### src/rtl/fir_mac_sequencer_if.sv
// Bundle between the FIR sample source / coefficient SRAM / MAC and the tap sequencer.
// master: environment side (drives samples and SRAM read data).
// slave: sequencer side (drives SRAM address/select and the MAC tap stream).
interface fir_mac_sequencer_if #(
  parameter int COEFF_W = 16,
  parameter int DATA_W  = 3,
  parameter int ADDR_W  = 4
);
  logic               iEnSample;
  logic [DATA_W-1:0]  iFirIn;
  logic               oCsn;
  logic [ADDR_W-1:0]  oRdAddr;
  logic [COEFF_W-1:0] iRdDt;
  logic [COEFF_W-1:0] oCoeff;
  logic [DATA_W-1:0]  oFIRin;
  logic [ADDR_W-1:0]  oInSel;
  logic               oEnDelay;
  logic               oBusy;
  logic               oValid;
  logic               oOverrun;

  modport master (
    output iEnSample, iFirIn, iRdDt,
    input  oCsn, oRdAddr, oCoeff, oFIRin, oInSel, oEnDelay, oBusy, oValid, oOverrun
  );

  modport slave (
    input  iEnSample, iFirIn, iRdDt,
    output oCsn, oRdAddr, oCoeff, oFIRin, oInSel, oEnDelay, oBusy, oValid, oOverrun
  );
endinterface

### src/rtl/fir_mac_sequencer.sv
// Purpose: FIR tap sequencer; shifts the sample delay line, walks the coefficient SRAM, feeds the MAC.
// Latency: sample strobe at T0 -> SRAM address 0 at T1 -> tap 0 at T2 -> oValid at T2+TAPS-1+MAC_LAT.
// Backpressure: none; a sample arriving while busy is dropped and flags sticky oOverrun.
// Optional: define SEQ_PENDING_BUF_EN to hold one early sample and chain it without an IDLE cycle.
module fir_mac_sequencer #(
  parameter int TAPS    = 10,
  parameter int COEFF_W = 16,
  parameter int DATA_W  = 3,
  parameter int ADDR_W  = 4,
  parameter int MAC_LAT = 2
) (
  input  logic               iClk_12M,
  input  logic               iRst,
  fir_mac_sequencer_if.slave bus
);

  typedef enum logic [1:0] {IDLE, READ, DRAIN, FLUSH} state_t;

  localparam int                 FLUSH_W    = (MAC_LAT > 1) ? $clog2(MAC_LAT) : 1;
  localparam logic [ADDR_W-1:0]  LAST_TAP   = ADDR_W'(TAPS - 1);
  localparam logic [FLUSH_W-1:0] LAST_FLUSH = FLUSH_W'(MAC_LAT - 1);

  state_t              state;
  logic [ADDR_W-1:0]   tapCnt;
  logic [FLUSH_W-1:0]  flushCnt;
  logic [DATA_W-1:0]   dLine [TAPS];

  logic                csn;
  logic [ADDR_W-1:0]   rdAddr;
  logic [DATA_W-1:0]   firOut;
  logic [ADDR_W-1:0]   inSel;
  logic                enDelay;
  logic                busy;
  logic                valid;
  logic                overrun;

  logic                lastFlush;
  logic                doShift;
  logic [DATA_W-1:0]   shiftDat;

`ifdef SEQ_PENDING_BUF_EN
  logic                pendFull;
  logic [DATA_W-1:0]   pendDat;
`endif

  assign lastFlush = (state == FLUSH) && (flushCnt == LAST_FLUSH);

  // Pick whether a sample enters the delay line this cycle, and which one.
  always_comb begin
    doShift  = 1'b0;
    shiftDat = bus.iFirIn;
    if ((state == IDLE) && bus.iEnSample) begin
      doShift = 1'b1;
    end
`ifdef SEQ_PENDING_BUF_EN
    // Chaining straight from FLUSH: a buffered sample wins over a fresh one.
    if (lastFlush && pendFull) begin
      doShift  = 1'b1;
      shiftDat = pendDat;
    end else if (lastFlush && bus.iEnSample) begin
      doShift = 1'b1;
    end
`endif
  end

  // Sequencer FSM, delay line and all registered MAC/SRAM-facing outputs.
  always_ff @(posedge iClk_12M or posedge iRst) begin
    if (iRst) begin
      state    <= IDLE;
      tapCnt   <= '0;
      flushCnt <= '0;
      for (int k = 0; k < TAPS; k++) dLine[k] <= '0;
      csn      <= 1'b1;
      rdAddr   <= '0;
      firOut   <= '0;
      inSel    <= '0;
      enDelay  <= 1'b0;
      busy     <= 1'b0;
      valid    <= 1'b0;
      overrun  <= 1'b0;
    end else begin
      if (doShift) begin
        dLine[0] <= shiftDat;
        for (int k = 1; k < TAPS; k++) dLine[k] <= dLine[k-1];
      end

      case (state)
        IDLE: begin
          if (doShift) begin
            state  <= READ;
            tapCnt <= '0;
            csn    <= 1'b0;
            rdAddr <= '0;
            busy   <= 1'b1;
          end
        end
        READ: begin
          // Tap k is presented one cycle after its address, lining up with iRdDt.
          firOut  <= dLine[tapCnt];
          inSel   <= tapCnt;
          enDelay <= (tapCnt == '0);
          if (tapCnt == LAST_TAP) begin
            csn   <= 1'b1;
            state <= DRAIN;
          end else begin
            tapCnt <= tapCnt + 1'b1;
            rdAddr <= tapCnt + 1'b1;
          end
        end
        DRAIN: begin
          enDelay  <= 1'b0;
          flushCnt <= '0;
          valid    <= (MAC_LAT == 1);
          state    <= FLUSH;
        end
        FLUSH: begin
          if (lastFlush) begin
            valid <= 1'b0;
            if (doShift) begin
              state  <= READ;
              tapCnt <= '0;
              csn    <= 1'b0;
              rdAddr <= '0;
            end else begin
              state <= IDLE;
              busy  <= 1'b0;
            end
          end else begin
            flushCnt <= flushCnt + 1'b1;
            valid    <= ((flushCnt + 1'b1) == LAST_FLUSH);
          end
        end
        default: state <= IDLE;
      endcase

`ifdef SEQ_PENDING_BUF_EN
      if (bus.iEnSample && (state != IDLE) && pendFull) overrun <= 1'b1;
`else
      if (bus.iEnSample && (state != IDLE)) overrun <= 1'b1;
`endif
    end
  end

`ifdef SEQ_PENDING_BUF_EN
  // One-entry holding slot for a sample that arrives mid-sequence.
  always_ff @(posedge iClk_12M or posedge iRst) begin
    if (iRst) begin
      pendFull <= 1'b0;
      pendDat  <= '0;
    end else if (lastFlush && pendFull) begin
      pendFull <= 1'b0;
    end else if (bus.iEnSample && (state != IDLE) && !pendFull && !lastFlush) begin
      pendFull <= 1'b1;
      pendDat  <= bus.iFirIn;
    end
  end
`endif

  assign bus.oCsn     = csn;
  assign bus.oRdAddr  = rdAddr;
  assign bus.oCoeff   = bus.iRdDt;
  assign bus.oFIRin   = firOut;
  assign bus.oInSel   = inSel;
  assign bus.oEnDelay = enDelay;
  assign bus.oBusy    = busy;
  assign bus.oValid   = valid;
  assign bus.oOverrun = overrun;

endmodule

### src/flat_wrapper.sv
// flat-port wrapper written by rule: the top's interface ports become plain ports
module fir_mac_sequencer_flat 
#(
  parameter int TAPS    = 10,
  parameter int COEFF_W = 16,
  parameter int DATA_W  = 3,
  parameter int ADDR_W  = 4,
  parameter int MAC_LAT = 2
)
  (iClk_12M, iRst, bus_iEnSample, bus_iFirIn, bus_iRdDt, bus_oCsn, bus_oRdAddr, bus_oCoeff, bus_oFIRin, bus_oInSel, bus_oEnDelay, bus_oBusy, bus_oValid, bus_oOverrun);
  fir_mac_sequencer_if #(.COEFF_W(COEFF_W), .DATA_W(DATA_W), .ADDR_W(ADDR_W)) bus_i ();
  input  logic iClk_12M;
  input  logic iRst;
  input wire logic [$bits(bus_i.iEnSample)-1:0] bus_iEnSample;
  input wire logic [$bits(bus_i.iFirIn)-1:0] bus_iFirIn;
  input wire logic [$bits(bus_i.iRdDt)-1:0] bus_iRdDt;
  output wire logic [$bits(bus_i.oCsn)-1:0] bus_oCsn;
  output wire logic [$bits(bus_i.oRdAddr)-1:0] bus_oRdAddr;
  output wire logic [$bits(bus_i.oCoeff)-1:0] bus_oCoeff;
  output wire logic [$bits(bus_i.oFIRin)-1:0] bus_oFIRin;
  output wire logic [$bits(bus_i.oInSel)-1:0] bus_oInSel;
  output wire logic [$bits(bus_i.oEnDelay)-1:0] bus_oEnDelay;
  output wire logic [$bits(bus_i.oBusy)-1:0] bus_oBusy;
  output wire logic [$bits(bus_i.oValid)-1:0] bus_oValid;
  output wire logic [$bits(bus_i.oOverrun)-1:0] bus_oOverrun;
  assign bus_i.iEnSample = bus_iEnSample;
  assign bus_i.iFirIn = bus_iFirIn;
  assign bus_i.iRdDt = bus_iRdDt;
  assign bus_oCsn = bus_i.oCsn;
  assign bus_oRdAddr = bus_i.oRdAddr;
  assign bus_oCoeff = bus_i.oCoeff;
  assign bus_oFIRin = bus_i.oFIRin;
  assign bus_oInSel = bus_i.oInSel;
  assign bus_oEnDelay = bus_i.oEnDelay;
  assign bus_oBusy = bus_i.oBusy;
  assign bus_oValid = bus_i.oValid;
  assign bus_oOverrun = bus_i.oOverrun;
  fir_mac_sequencer #(.TAPS(TAPS), .COEFF_W(COEFF_W), .DATA_W(DATA_W), .ADDR_W(ADDR_W), .MAC_LAT(MAC_LAT)) u_core (.iClk_12M(iClk_12M), .iRst(iRst), .bus(bus_i));
endmodule
### config.mk
export PLATFORM = sky130hd
export DESIGN_NAME = fir_mac_sequencer_flat
export DESIGN_NICKNAME = d
export VERILOG_FILES = /design/src/rtl/fir_mac_sequencer_if.sv /design/src/rtl/fir_mac_sequencer.sv /design/src/flat_wrapper.sv
export SDC_FILE = /design/constraint.sdc
export NUM_CORES = 1
export LEC_CHECK = 0
export CAP_MARGIN = 40
export CORE_MARGIN = 5
export CORE_UTILIZATION = 25
export CTS_CLUSTER_SIZE = 40
export DETAILED_ROUTE_END_ITERATION = 12
export DONT_BUFFER_PORTS = 1
export PLACE_DENSITY = 0.35
export SYNTH_ARGS = -nofsm -noshare
export SYNTH_HDL_FRONTEND = slang
export SYNTH_SLANG_ARGS = --single-unit
### constraint.sdc
create_clock -name iClk_12M -period 3.9 [get_ports iClk_12M]
set_clock_uncertainty 0.1 [all_clocks]
set_input_delay 0.78 -clock iClk_12M [delete_from_list [all_inputs] [get_ports iClk_12M]]
set_output_delay 0.78 -clock iClk_12M [all_outputs]
set_load 0.02 [all_outputs]
# --- After elaboration in Yosys (flattened, before gate mapping) ---
# Cells that the tools add are included.
word_totals:
  regBits: 53
  in_bits: 22
  wordCells: 79
op_classes:
  reduce_logical: 15
  n_lt_le_gt_ge: 1
  n_addsub: 2
  n_mux: 29
  eq_ne: 10
  bitwise: 1
ops:
  columns: ["op", "n"]
  rows:
  - ["4-bit one-hot mux with 3 select lines", 2]
  - ["4-bit two-way mux", 5]
  - ["3-bit binary-select mux with 4-bit select", 1]
  - ["1-bit two-way mux", 10]
  - ["3-bit AND reduction", 3]
  - ["1-bit one-hot mux with 2 select lines", 4]
  - ["2-bit one-hot mux with 4 select lines", 1]
  - ["2-bit nonzero test", 4]
  - ["2-bit two-way mux", 3]
  - ["3-bit two-way mux", 2]
  - ["2-bit by 1-bit != test with 1-bit output, second input constant", 3]
  - ["2-bit != test, second input constant", 3]
  - ["5-bit greater-or-equal comparator, second input constant", 1]
  - ["4-bit inverter with 5-bit output", 1]
  - ["4-bit by 1-bit adder with 4-bit output, second input constant", 1]
  - ["2-bit == test, second input constant", 2]
  - ["4-bit == test, second input constant", 1]
  - ["4-bit logical NOT", 1]
  - ["4-bit AND reduction", 1]
  - ["1-bit logical AND", 3]
  - ["1-bit one-hot mux with 3 select lines", 1]
  - ["3-bit nonzero test", 1]
  - ["2-bit by 1-bit == test with 1-bit output, second input constant", 1]
  - ["2-bit logical NOT", 1]
  - ["2 further kinds", 2]

# --- Longest topological paths before layout ---
# Gate-level depths: netlist of the first run.
depth:
  ltp_word: 6
  depth_mapped: 8
  ltp_nobuf: 6

# --- Least setup slack after synthesis of the first run ---
# OpenSTA, ideal clock, no wires.
synth_path:
  path_type: "register to register"
  startpoint: "register u_core.tapCnt[1]"
  endpoint: "register u_core.state[1]"
  path_stages_with_launch: 9
  path_slack_ns: 1.817
  arrival_ns: 1.856
  cell_sequence: "dfrtp_1 -> buf_2 -> inv_1 -> ha_1 -> nand3b_4 -> and2_4 -> buf_6 -> nor3_4 -> mux2_1"
synth_between:
  elab_chain_cells: 3
synth_rtl:
  columns: ["item", "line", "text"]
  rows:
  - ["from (decl)", "fir_mac_sequencer.sv:24", "logic [ADDR_W-1:0] tapCnt;"]
  - ["from (signal assigned)", "fir_mac_sequencer.sv:106", "tapCnt <= tapCnt + 1'b1;"]
  - ["4-bit == test", "fir_mac_sequencer.sv:102", "if (tapCnt == LAST_TAP) begin"]
  - ["2-bit by 1-bit != test with 1-bit output (no source line)", null, null]
  - ["3-bit AND reduction (no source line)", null, null]
  - ["to (signal assigned)", "fir_mac_sequencer.sv:104", "state <= DRAIN;"]
  - ["to (signal assigned)", "fir_mac_sequencer.sv:114", "state <= FLUSH;"]
  - ["to (signal assigned)", "fir_mac_sequencer.sv:120", "state <= READ;"]
  - ["to (decl)", "fir_mac_sequencer.sv:23", "state_t state;"]
# No other way between the ends.
# A chain may end at the register's enable or synchronous reset.

# --- Final worst setup path of the first run ---
# Same ends and word-level chain as after synthesis.

==> results of run 1 <==
worst paths after layout:
kind / endpoint / start / cells past startpoint
max in group asynchronous: u_core.dLine[25] / iRst / 2
min in group iClk_12M: u_core.dLine[0] / u_core.dLine[0] / 1
max reg2reg: u_core.state[1] / u_core.tapCnt[1] / 6
min: u_core.bus.oBusy / iRst / 1
min reg2reg: u_core.dLine[0] / u_core.dLine[0] / 1
max: u_core.state[1] / u_core.tapCnt[1] / 6
worst register-to-register path, cell delays in order, from the launching register on:
cell	delay, ns
dfrtp_1	0.87
inv_1	0.22
ha_1	0.27
nand3b_4	0.09
and2_4	0.20
nor3_4	0.06
mux2_1	0.34
power groups by stage:
stage,sequential (mW),clock [mW],combinational (mW)
after global routing,1.06,0.366,0.984
final,1.01,0.329,0.886
after floorplan,0.929,0,0.782
after detailed placement,1.04,0,0.895
after CTS,1.03,0.348,0.899
after global placement,1.06,0,0.782
metal layers:
metal  global-route usage, %  routed length (um)  vias to the layer above  part of all wire (%)
met5                       0                   0                        -                     0
met4                    4.22                  92                        0                   1.8
met3                    3.09                 326                        6                   6.5
met2                    15.0                2410                       49                    48
met1                    11.1                2190                      717                    44
li1                        -                   -                      669                     -
placed cells by master (no fill, tap or decap), types with 2 or more instances in the layout:
master,count
o21ai_0,8
o211ai_1,2
nand2_1,3
dfrtp_1,48
nor3_1,5
mux4_2,2
clkbuf_8,7
nand3b_1,4
a221o_1,2
o2bb2ai_1,3
mux2_2,38
nor2_1,7
a31oi_1,2
a21oi_1,7
ha_1,8
a21o_1,2
nand3_1,2
mux2i_1,8
inv_1,9
buf_16,2
layout make-up:
cell class	instances	share of cell area [%]
Multi-Input combinational cell	117	39.4
Timing Repair Buffer	4	3.36
Sequential cell	49	45.8
Inverter	10	1.40
Clock inverter	1	0.187
Clock buffer	7	3.60
Tap cell	133	6.21
kinds of logic (layout without fill, tap and decap cells):
logic type               Yosys count  count (layout)  synth area share [%]
adder cells (fa/ha/maj)            8               8                  3.98
AND/OR/NAND/NOR                   29              29                  7.22
multiplexers                      50              50                  23.1
flip-flops                        49              49                  48.9
AO/OA/AOI/OAI                     30              30                  7.72
buffers and inverters             39              22                  9.16
state kept, by name, summed over array words and instances, names as in the netlist:
| signal | flops |
|---|---|
| u_core.dLine | 30 |
| u_core.bus.oInSel | 4 |
| u_core.tapCnt | 4 |
| u_core.bus.oFIRin | 3 |
| u_core.state | 2 |
| u_core.bus.oBusy | 1 |
| u_core.bus.oCsn | 1 |
| u_core.bus.oEnDelay | 1 |
| u_core.bus.oOverrun | 1 |
| u_core.bus.oValid | 1 |
| u_core.flushCnt | 1 |
==> summary.txt, run 1 <==
Layout
  – Post-route cell area: roughly 2700 um2
  – Sequential Area: 1230 um2
  – Area delta synth->final: 6.57%
  – Fillers: just over 1,000
  – Nets: about 220
  – Final Core Density: 27.4%
  – Share of cells above drive strength 1: a little under a third
  – Diode count: 0
  – Multi-input logic area: 1050 um2
  – Number of non-filler instances in the completed layout: roughly 320

Detailed routing
  – Routed vias: 1,441
  – Drt drc: 0
  – WL final: between 5000 and 6000 um
  – DR pass1 iterations: 4
  – Vias per cell: 4.49
  – DR iter-0 viols: 78
  – ANT nets after route: 0
  – WL per Instance: roughly 16 um

Die
  – Die Height: roughly 110 um
  – Core box area: around 10000 um2
  – Die X: roughly 110 um
  – Top Ports: 54
  – # rows: 36
  – Total die area: 12,200 um2
  – Initial Util: 25.7%

Power and ir drop
  – Power density cells: about 830 nW/um2
  – Net Sw Power: roughly 0.85 mW
  – Sequential share of power: between 40% and 50%
  – Total chip power: 2.23 mW
  – Leakage power: approximately 1.2 nW
  – Internal Power: about 1.4 mW
  – Comb pwr share: ~40%
  – Worst vdd ir: 0.196 mV
  – Clock Power Share: approximately 15%
  – Switching share of power: around two fifths

Synthesis
  – Synth unique cells: 37
  – Top cells by area, synth: dfrtp_1 48%, mux2_2 17%, buf_4 4.8%
  – Number of flops mapped to enable cells by yosys: 0
  – Ys async rst share: 100%
  – Sequential fraction of the synthesis area: 48.9%
  – Register bit count reported by yosys: 49
  – Area share of the largest cell type after synthesis: between 40% and 50%
  – Syn_area_per_cell: ~12 um2
  – Largest area contributor in the netlist: dfrtp_1
  – Ys Warns: 0
  – Syn nets: approximately 240
  – Most used DFF post-synth: dfrtp_1
  – Top-count cell post-synth: dfrtp_1
  – Most frequent cells after synthesis: 48 x dfrtp_1, 38 x mux2_2, 16 x buf_4, 10 x inv_1
  – Mapped Cells: about 210
  – Synthesized area: roughly 2500 um2

Outcome
  – Status: complete, no violations

CTS
  – Hold buffer count at CTS: 0
  – H-Tree Depth: 2
  – Post-CTS setup buffers: 0
  – Post-CTS Resized: 0
  – Clk buf depth: 2
  – Clock insertion delay at the later pin of the skew report: about 0.30 ns
  – CTS tree: built
  – Clock root buffer: clkbuf_8
  – Clock sinks: roughly 50
  – Total CTS buffers: 5
  – Worst-path clk slew: 0.09 ns

Setup path
  – Worst path slowest cell: dfrtp_1
  – Reg-to-reg slack, setup: 1.64 ns
  – CP Launch Type: flop
  – Setup crit end kind: flop
  – Critical path type: flop to flop
  – CP Data Arrival Time: ~2.4 ns
  – CP Data Required Time: 3.99 ns
  – Crit Path Max Fanout: 14
  – CP Buf/Inv Count: 1
  – Crit-path cells: inv_1, ha_1, nand3b_4, and2_4, nor3_4, mux2_1
  – Largest stage delay on the critical path: 0.87 ns
  – CP top delay family: flip-flops

Flow run
  – Max-cap viol count: 0

Worst hold path
  – Min-Delay Path Class: primary input to async pin

Placement
  – Port-buffer cells: 0
  – Setup WS pre-CTS: between 1.5 and 2 ns
  – Detailed Place HPWL: 3590 um
  – Dpl cells: around 310
  – Placed Area: between 2000 and 3000 um2
  – Gpl congestion: about 0.74

STA
  – Setup TNS: 0 ns
  – Crit path time final: roughly 2.3 ns
  – Final setup viols: 0
  – RSZ-0062 raised after global routing: false
  – Worst relative slew slack: between 40% and 50%
  – Fin Hold WS: ~0.27 ns
  – Final worst path period share: just under 60%
  – Fmax: 442 MHz
  – Final worst slack: between 1.5 and 2 ns
  – Final Hold Fails: 0
  – Worst-margin pin slew: 0.800 ns
  – Fin. max-slew vios: 0

GRT
  – Initial antenna violation count: 0
  – Largest net degree at the start of global routing: 30
  – Total gr overflow: 0
  – First-pass GRT wire length: around 8500 um
  – Total GRT Usage: a little under a tenth
  – Number of global-route vias before repair: 1,552
(Power assumes the default switching activity.)
==> run 2: changes to the inputs <==
clock period = 2.3 ns   (was 3.9 ns; I/O delays follow)
==> summary.txt, run 2 (synthesis gave the netlist of run 1 again) <==
Detailed routing
  – WL final: around 5200 um
  – ANT nets after route: 0
  – Vias per cell: between 4 and 5
  – DR iter-0 viols: 60
  – Routed vias: roughly 1,500
  – DR pass1 iterations: 4
  – Drt drc: 0
  – WL per Instance: between 15 and 20 um

Die
  – Core box area: ~9800 um2
  – Top Ports: 54
  – Die Height: between 100 and 150 um
  – # rows: 36
  – Initial Util: 25.7%
  – Total die area: between 10,000 and 15,000 um2
  – Die X: 110 um

Setup path
  – CP Data Required Time: 2.39 ns
  – Critical path origin: u_core.tapCnt[1]
  – Crit Path Max Fanout: 10
  – CP Launch Type: flop
  – Reg-to-reg slack, setup: approximately 0.31 ns
  – CP Data Arrival Time: about 2.1 ns
  – Critical path type: flop to flop
  – Crit Reg-Reg Startpoint: u_core.tapCnt[1]
  – Setup crit end kind: flop
  – Worst reg2reg path depth: 6
  – FF-to-FF End: u_core.state[1]

Power and ir drop
  – Leakage power: ~1.2 nW
  – Power density cells: 1440 nW/um2
  – Worst vdd ir: between 0.3 and 0.4 mV

Layout
  – Nets: between 200 and 250
  – Area delta synth->final: 7.17%
  – Share of cells above drive strength 1: 32.0%
  – Reg with most FFs: u_core.dLine
  – Final Core Density: 27.5%
  – Post-route cell area: 2690 um2
  – Commonest cells after routing, fill and taps aside: 48 x dfrtp_1, 38 x mux2_2, 9 x inv_1
  – Max reg flops: 30
  – Most common cell after layout, fill and taps aside: dfrtp_1
  – Diode count: 0

CTS
  – H-Tree Depth: 2
  – Worst-path clk slew: approximately 0.090 ns
  – Clock sinks: around 50
  – CTS tree: built
  – Clock root buffer: clkbuf_8
  – Clk buf depth: 2
  – Total CTS buffers: 5
  – Clock insertion delay at the later pin of the skew report: ~0.30 ns
  – Post-CTS Resized: 0

Placement
  – Gpl congestion: between 0.7 and 0.8
  – Port-buffer cells: 0
  – Detailed Place HPWL: about 3600 um
  – Placed Area: ~2600 um2

Worst hold path
  – Worst hold start: bus_iEnSample
  – Hold Path End: u_core.bus.oOverrun
  – Hold Path Depth: 1
  – Min-Delay Path Class: primary input to flop

STA
  – Setup TNS: 0 ns
  – Worst relative slew slack: a little under three fifths
  – Fin. max-slew vios: 0
  – Final setup viols: 0
  – Final worst path period share: roughly 86%
  – RSZ-0062 raised after global routing: false
  – Worst-margin pin slew: between 0.6 and 0.7 ns
  – Fmax: 504 MHz
  – Crit path time final: about 2.0 ns
  – Final Hold Fails: 0

Outcome
  – Status: complete, no violations

GRT
  – Largest net degree at the start of global routing: 29
  – First-pass GRT wire length: slightly below 9000 um
  – Total GRT Usage: around a tenth
  – Initial antenna violation count: 0
  – Total gr overflow: 0
  – Number of global-route vias before repair: 1,635

Flow run
  – Max-cap viol count: 0
run 2: layer usage:
layer	track usage, %	vias to the layer above	wire length, um
met2	15.3	46	2450
met3	2.68	10	330
li1	-	682	-
met5	0	-	0
met4	4.49	0	135
met1	12.2	731	2320
run 2: worst max path at each step:
stage               slack (ns)                   end  cells after the start
floorplan                 0.22       u_core.state[1]                      8
global placement          0.37  u_core.bus.oFIRin[1]                      4
detailed placement        0.31       u_core.state[1]                      6
CTS                       0.30       u_core.state[1]                      6
global route              0.18       u_core.state[1]                      6
finish                    0.31       u_core.state[1]                      6
run 2: critical path, stage by stage (launching register included):
cell,delay (ns)
dfrtp_1,0.54
inv_1,0.19
ha_1,0.22
nand3b_4,0.10
and2_4,0.19
nor3_4,0.20
mux2_1,0.35
run 2: what timing repair did:
action,in CTS,in global routing
buffers inserted,0,0
setup endpoints to repair,0,0
hold endpoints to repair,20,0
hold buffers,1,0
run 2: area by class of cell:
class | instances | area, um2
fillers | 1035 | 7080
flip-flops and latches | 49 | 1230
multi-input cells | 117 | 1050
well taps | 133 | 166
repair buffers | 10 | 90.1
clock buffers | 7 | 86.3
inverters | 10 | 37.5
clock inverters | 1 | 30.0
run 2: metrics by stage:
step / setup WS [ns] / power, mW / cells / hold WS, ns
floorplan: 0.217 / 2.90 / 205 / 0.379
global placement: 0.370 / 3.24 / 318 / 0.309
detailed placement: 0.314 / 3.27 / 318 / 0.316
CTS: 0.298 / 3.95 / 327 / 0.166
global route: 0.180 / 4.19 / 327 / 0.161
finish: 0.314 / 3.87 / 327 / 0.176
run 2: power breakdown:
group / internal [mW] / switching, mW / leakage (nW)
Sequential: 1.24 / 0.440 / 0.617
Combinational: 0.808 / 0.727 / 0.525
Clock: 0.355 / 0.300 / 0.0585
